$ cat config.mk
export PLATFORM = sky130hd
export DESIGN_NAME = signed_bcd_decoder
export DESIGN_NICKNAME = d
export VERILOG_FILES = /design/src/rtl/signed_bcd_decoder_pkg.sv /design/src/rtl/signed_bcd_decoder_bcd_digit_adjust.sv /design/src/rtl/signed_bcd_decoder.sv
export SDC_FILE = /design/constraint.sdc
export NUM_CORES = 1
export LEC_CHECK = 0
export ABC_AREA = 1
export BUFFER_PORTS_ARGS = -buffer_cell sky130_fd_sc_hd__clkbuf_2
export CORE_AREA = 2 2 99 53
export CTS_CLUSTER_DIAMETER = 60
export CTS_CLUSTER_SIZE = 24
export DETAILED_ROUTE_END_ITERATION = 7
export DIE_AREA = 0 0 101 55
export GPL_ROUTABILITY_DRIVEN = 0
export GPL_TIMING_DRIVEN = 0
export PLACE_DENSITY = 0.66
export RECOVER_POWER = 25
export SYNTH_ARGS = -nofsm -noshare
export SYNTH_HDL_FRONTEND = slang
export SYNTH_SLANG_ARGS = --single-unit
export TNS_END_PERCENT = 5
$ cat constraint.sdc
create_clock -name clk -period 1.1 [get_ports clk]
set_input_delay 0.11 -clock clk [delete_from_list [all_inputs] [get_ports clk]]
set_output_delay 0.11 -clock clk [all_outputs]
set_load 0.01 [all_outputs]
$ cat src/rtl/signed_bcd_decoder_pkg.sv
`default_nettype none
// +----------------------------------------------------------------------+
// | Module      : signed_bcd_decoder_pkg                                 |
// | Description : Shared types and constants for the signed BCD decoder  |
// |               (FSM states, digit-adjust constants, blank code).      |
// | Revision    : 1.0 - initial release                                  |
// +----------------------------------------------------------------------+
package signed_bcd_decoder_pkg;

   // Conversion sequencer states
   typedef enum logic [1:0] {
      IDLE  = 2'd0,
      SHIFT = 2'd1,
      DONE  = 2'd2
   } state_e;

   // Digit code rendered as blank by the 7-segment driver
   localparam logic [3:0] BCD_BLANK  = 4'hF;

   // Double-dabble digit correction: add ADJ_ADD when digit >= ADJ_THRESH
   localparam logic [3:0] ADJ_THRESH = 4'd5;
   localparam logic [3:0] ADJ_ADD    = 4'd3;

   // Width needed to hold a shift count from 0 up to w inclusive
   function automatic int cnt_width(input int w);
      return $clog2(w + 1);
   endfunction

endpackage : signed_bcd_decoder_pkg
`default_nettype wire

$ cat src/rtl/signed_bcd_decoder_bcd_digit_adjust.sv
`default_nettype none
// +----------------------------------------------------------------------+
// | Module      : bcd_digit_adjust                                       |
// | Description : One double-dabble digit correction: add 3 when the     |
// |               digit is 5 or more, so the following left shift        |
// |               carries correctly into the next decimal digit.         |
// | Revision    : 1.0 - initial release                                  |
// +----------------------------------------------------------------------+
module bcd_digit_adjust
   import signed_bcd_decoder_pkg::*;
(
   input  logic [3:0] digit_i,
   output logic [3:0] digit_o
);

   // Digits 5..9 become 8..12 so that doubling overflows into the next digit
   always_comb begin
      digit_o = digit_i;
      if (digit_i >= ADJ_THRESH) begin
         digit_o = digit_i + ADJ_ADD;
      end
   end

endmodule : bcd_digit_adjust
`default_nettype wire

$ cat src/rtl/signed_bcd_decoder.sv
`default_nettype none
// +----------------------------------------------------------------------+
// | Module      : signed_bcd_decoder                                     |
// | Description : Two's-complement to sign + packed BCD magnitude, using |
// |               a sequential double-dabble engine with start/busy/done |
// |               handshake. Optional build macro LEADING_ZERO_BLANK_EN  |
// |               replaces leading zero digits (above the LSD) by 4'hF.  |
// | Revision    : 1.0 - initial release                                  |
// +----------------------------------------------------------------------+
module signed_bcd_decoder
   import signed_bcd_decoder_pkg::*;
#(
   parameter int W      = 8,
   parameter int DIGITS = 3
)(
   input  logic                clk,
   input  logic                rst,
   input  logic                start,
   input  logic [W-1:0]        din,
   output logic                busy,
   output logic                done,
   output logic                sign,
   output logic [4*DIGITS-1:0] bcd
);

   localparam int CW = cnt_width(W);
   localparam int BW = 4 * DIGITS;

   state_e            state_q, state_d;
   logic [CW-1:0]     cnt_q, cnt_d;
   logic [BW-1:0]     scratch_q, scratch_d;
   logic [W-1:0]      mag_q, mag_d;
   logic              neg_q, neg_d;
   logic              sign_q, sign_d;
   logic [BW-1:0]     bcd_q, bcd_d;
   logic              done_q, done_d;

   logic [BW-1:0]     adj_w;
   logic [BW-1:0]     bcd_fmt_w;

   // Per-digit correction applied to the scratch register before each shift
   generate
      for (genvar gi = 0; gi < DIGITS; gi++) begin : g_adj
         bcd_digit_adjust u_adj (
            .digit_i (scratch_q[4*gi +: 4]),
            .digit_o (adj_w[4*gi +: 4])
         );
      end
   endgenerate

   // Final digit formatting: optional blanking of leading zeros (LSD kept)
`ifdef LEADING_ZERO_BLANK_EN
   always_comb begin
      logic lead;
      bcd_fmt_w = scratch_q;
      lead      = 1'b1;
      for (int i = DIGITS - 1; i >= 1; i--) begin
         if (lead && (scratch_q[4*i +: 4] == 4'd0)) begin
            bcd_fmt_w[4*i +: 4] = BCD_BLANK;
         end else begin
            lead = 1'b0;
         end
      end
   end
`else
   always_comb begin
      bcd_fmt_w = scratch_q;
   end
`endif

   // State and datapath registers; reset overrides everything
   always_ff @(posedge clk) begin
      if (rst) begin
         state_q   <= IDLE;
         cnt_q     <= '0;
         scratch_q <= '0;
         mag_q     <= '0;
         neg_q     <= 1'b0;
         sign_q    <= 1'b0;
         bcd_q     <= '0;
         done_q    <= 1'b0;
      end else begin
         state_q   <= state_d;
         cnt_q     <= cnt_d;
         scratch_q <= scratch_d;
         mag_q     <= mag_d;
         neg_q     <= neg_d;
         sign_q    <= sign_d;
         bcd_q     <= bcd_d;
         done_q    <= done_d;
      end
   end

   // Next-state and datapath control
   always_comb begin
      state_d   = state_q;
      cnt_d     = cnt_q;
      scratch_d = scratch_q;
      mag_d     = mag_q;
      neg_d     = neg_q;
      sign_d    = sign_q;
      bcd_d     = bcd_q;
      done_d    = 1'b0;

      case (state_q)
         IDLE: begin
            // A start coinciding with the done pulse belongs to the finished
            // transfer's handshake window and is deliberately dropped.
            if (start && !done_q) begin
               neg_d     = din[W-1];
               mag_d     = din[W-1] ? ((~din) + W'(1)) : din;
               scratch_d = '0;
               cnt_d     = CW'(W);
               state_d   = SHIFT;
            end
         end
         SHIFT: begin
            {scratch_d, mag_d} = {adj_w, mag_q} << 1;
            cnt_d = cnt_q - CW'(1);
            if (cnt_q == CW'(1)) begin
               state_d = DONE;
            end
         end
         DONE: begin
            bcd_d   = bcd_fmt_w;
            sign_d  = neg_q;
            done_d  = 1'b1;
            state_d = IDLE;
         end
         default: begin
            state_d = IDLE;
         end
      endcase
   end

   assign busy = (state_q != IDLE);
   assign done = done_q;
   assign sign = sign_q;
   assign bcd  = bcd_q;

endmodule : signed_bcd_decoder
`default_nettype wire
==> results.yml <==
outcome:
  status: "finished, violations left"
  violations: "setup timing"
routing:
  dr.first_iter.drc_count: 158
  post-route-drc-count: 0
  firstDrtPassIters: 4
  wirelength_um: 5530
  ant_nets: 0
  via_per_inst: 5.14
  vias: 2067
  routedWlPerCell_um: 13.7
critical_path:
  path_max_fanout: 4
  r2r_slack_ps: -60
  crit_path_top_delay_cell: "dfxtp_2"
  slowest_delay_ps: 370
  critPathLaunch: "bcd_fmt_w[0]$_SDFFE_PP0P_"
  required_ps: 1260
  crit_path_start_kind: "register"
  cp_top_family: "flip-flops"
  crit_arrival_ps: 1320
  cp.depth: 7
  cp_cell_sequence: "inv_2 > ha_4 > inv_2 > nand2_4 > buf_4 > o211ai_1 > a21oi_1"
  crit_top_cell: "inv_2"
  worst-r2r-cell-count: 7
  crit_path_end: "bcd_fmt_w[3]$_SDFFE_PP0P_"
  timing.rr.end: "bcd_fmt_w[3]$_SDFFE_PP0P_"
  end_kind: "register"
  crit_buf_inv: 3
  r2r_start: "bcd_fmt_w[0]$_SDFFE_PP0P_"
  crit_type: "register to register"
timing:
  slew_headroom: 0.627
  period_share: 1.05
  rsz0062_at_grt: "true"
  whs_ps: 88.2
  setup_viol: 15
  fin_worst_skew_ps: 5.27
  hold_viol: 0
  min_period_ps: 1160
  max_freq_ghz: 0.863
  max_slew.worst_pin.slew_ps: 560
  drv_slew: 0
  worst_slack_ps: -59.3
floorplanning:
  die_x_um: 101
  start_util: 0.434
  fp-row-count: 18
  ios: 26
  die_height_um: 55
  die_area_mm2: 0.00556
  core-area_mm2: 0.00473
global_route:
  grt_pass1_vias: 1720
  antenna_found_initial: 0
  grt_pass1_wl_um: 8680
  grt_max_degree: 13
  grt.total_usage: 0.210
  grt.overflow.total: 0
cells_and_area:
  antennaDiodeCount: 0
  layout-drive-gt1-share: 0.322
  finish.utilization: 0.569
  nets: 361
  nFillCells: 452
  fin_cells: 402
  stdcell_area_mm2: 0.00269
  area_growth_syn_to_layout_pct: 31.0
synth:
  synthesis.area_mm2: 0.00205
  async_flop_share: 0
  yosys-top-cells-count: "nand2_1 (62), dfxtp_1 (41), nand3_1 (38), inv_1 (37), nor2_1 (33)"
  synth_area_leader_cell: "dfxtp_1"
  yosysMostFrequentCell: "nand2_1"
  synth_cell_types: 19
  ys_seq_area_frac: 0.400
  netlist.area_leader.share: 0.400
  syn-instance-count: 298
  ys_top_cells_by_area: "dfxtp_1 (40%), nand2_1 (11%), nand3_1 (9.3%), inv_1 (6.8%), a21oi_1 (6.1%)"
  synth-edff-count: 0
  avgSynthCellArea_um2: 6.89
  ys_warn_count: 0
  synth-seq-cells: 41
  syn_nets: 318
  synth_flop_cell: "dfxtp_1"
clocking:
  htreeDepth: 2
  cts_max_path_buffers: 2
  cts_made_buffers: 5
  cts-root-buf: "clkbuf_8"
  clk_pin_slew_worst_paths_ps: 80
  clkSinkCount: 41
  cts_hold_buf: 0
  insertion_delay_ps: 290
  cts_tree: "yes"
pwr:
  peakVddDrop_mv: 0.517
  power.density_mw_per_mm2: 1220
  p_leak_nw: 1.27
run:
  drv_cap: 0
place:
  place_ws_ps: -221
  placed_cells: 382
  io_buffers: 24
  placed_cell_area_mm2: 0.00226
  hpwl_um: 3720
min_path:
  hold_class: "input pin to register"
==> tightest hold or removal path: stages <==
cell and delay (ps):
clkbuf_2 80, nand2_1 50, nand3_1 60, nand2_1 40
==> final cells by class <==
class | count | area (µm²) | area share
multi-input combinational | 206 | 1190 | 0.442
sequential | 41 | 840 | 0.312
timing repair buffer | 36 | 230 | 0.0856
inverter | 39 | 164 | 0.0609
buffer | 12 | 109 | 0.0405
tap | 60 | 75.1 | 0.0279
clock buffer | 6 | 72.6 | 0.0270
clock inverter | 2 | 10.0 | 0.00372
==> power breakdown <==
| group | switching (mW) | internal (mW) | total, mW |
|---|---|---|---|
| Clock | 0.515 | 0.440 | 0.955 |
| Sequential | 0.0692 | 1.56 | 1.63 |
| Combinational | 0.412 | 0.283 | 0.695 |
| Total | 0.997 | 2.29 | 3.28 |
==> per-stage QoR <==
step / setup TNS, ps / total power [mW]
final: -396 / 3.28
after global routing: -1930 / 3.45
after global placement: -5930 / 2.21
after CTS: -228 / 3.24
after detailed placement: -5760 / 2.21
after floorplan: -12.1 / 2.04
==> routing by layer <==
layer,routed length [µm],GRT usage,part of all wire,up-vias
met5,0,0,0,-
met4,38,0.0383,0.0069,0
met3,355,0.0490,0.064,5
met2,2250,0.308,0.41,65
met1,2890,0.316,0.52,946
li1,-,-,-,1051
==> state kept, by name (all words and copies together) (netlist names) <==
| signal | cells |
|---|---|
| bcd | 12 |
| bcd_fmt_w | 12 |
| mag_q | 8 |
| cnt_q | 4 |
| state_q | 2 |
| done | 1 |
| neg_q | 1 |
| sign | 1 |
==> kinds of logic after synthesis <==
family | count (synthesis) | synth area share
adder cells (fa/ha/maj) | 9 | 0.0548
AND/OR/NAND/NOR | 144 | 0.302
buffers and inverters | 51 | 0.111
flip-flops | 41 | 0.400
AO/OA/AOI/OAI | 53 | 0.133
==> placed cells by master, fill, tap and decap left out, drive strengths merged <==
master | synthesis | final
nor3 | 1 | 1
o211ai | 3 | 3
nor2 | 33 | 33
o21ai | 25 | 25
inv | 39 | 39
nand2 | 65 | 65
dfxtp | 41 | 41
buf | 9 | 21
clkbuf | 3 | 33
nand4 | 7 | 7
a21oi | 25 | 25
nand3 | 38 | 38
ha | 9 | 9
clkinv | 0 | 2
==> worst min path at each step <==
stage | from | to | slack (ps) | cells after the start
floorplan | din[6] | mag_q[6]$_SDFFE_PP0P_ | 280 | 3
global placement | rst | bcd_fmt_w[0]$_SDFFE_PP0P_ | 400 | 2
detailed placement | din[6] | mag_q[6]$_SDFFE_PP0P_ | 400 | 4
CTS | din[6] | mag_q[6]$_SDFFE_PP0P_ | 90 | 4
global route | din[6] | mag_q[6]$_SDFFE_PP0P_ | 110 | 4
finish | din[6] | mag_q[6]$_SDFFE_PP0P_ | 90 | 4
==> what timing repair did <==
item / in CTS / in global routing
pin swaps: 11 / 8
gates cloned: 0 / 0
gates resized for setup: 50 / 39
endpoints found under the setup margin: 40 / 36
setup buffers: 11 / 2
Power figures use the tool's default switching activity.
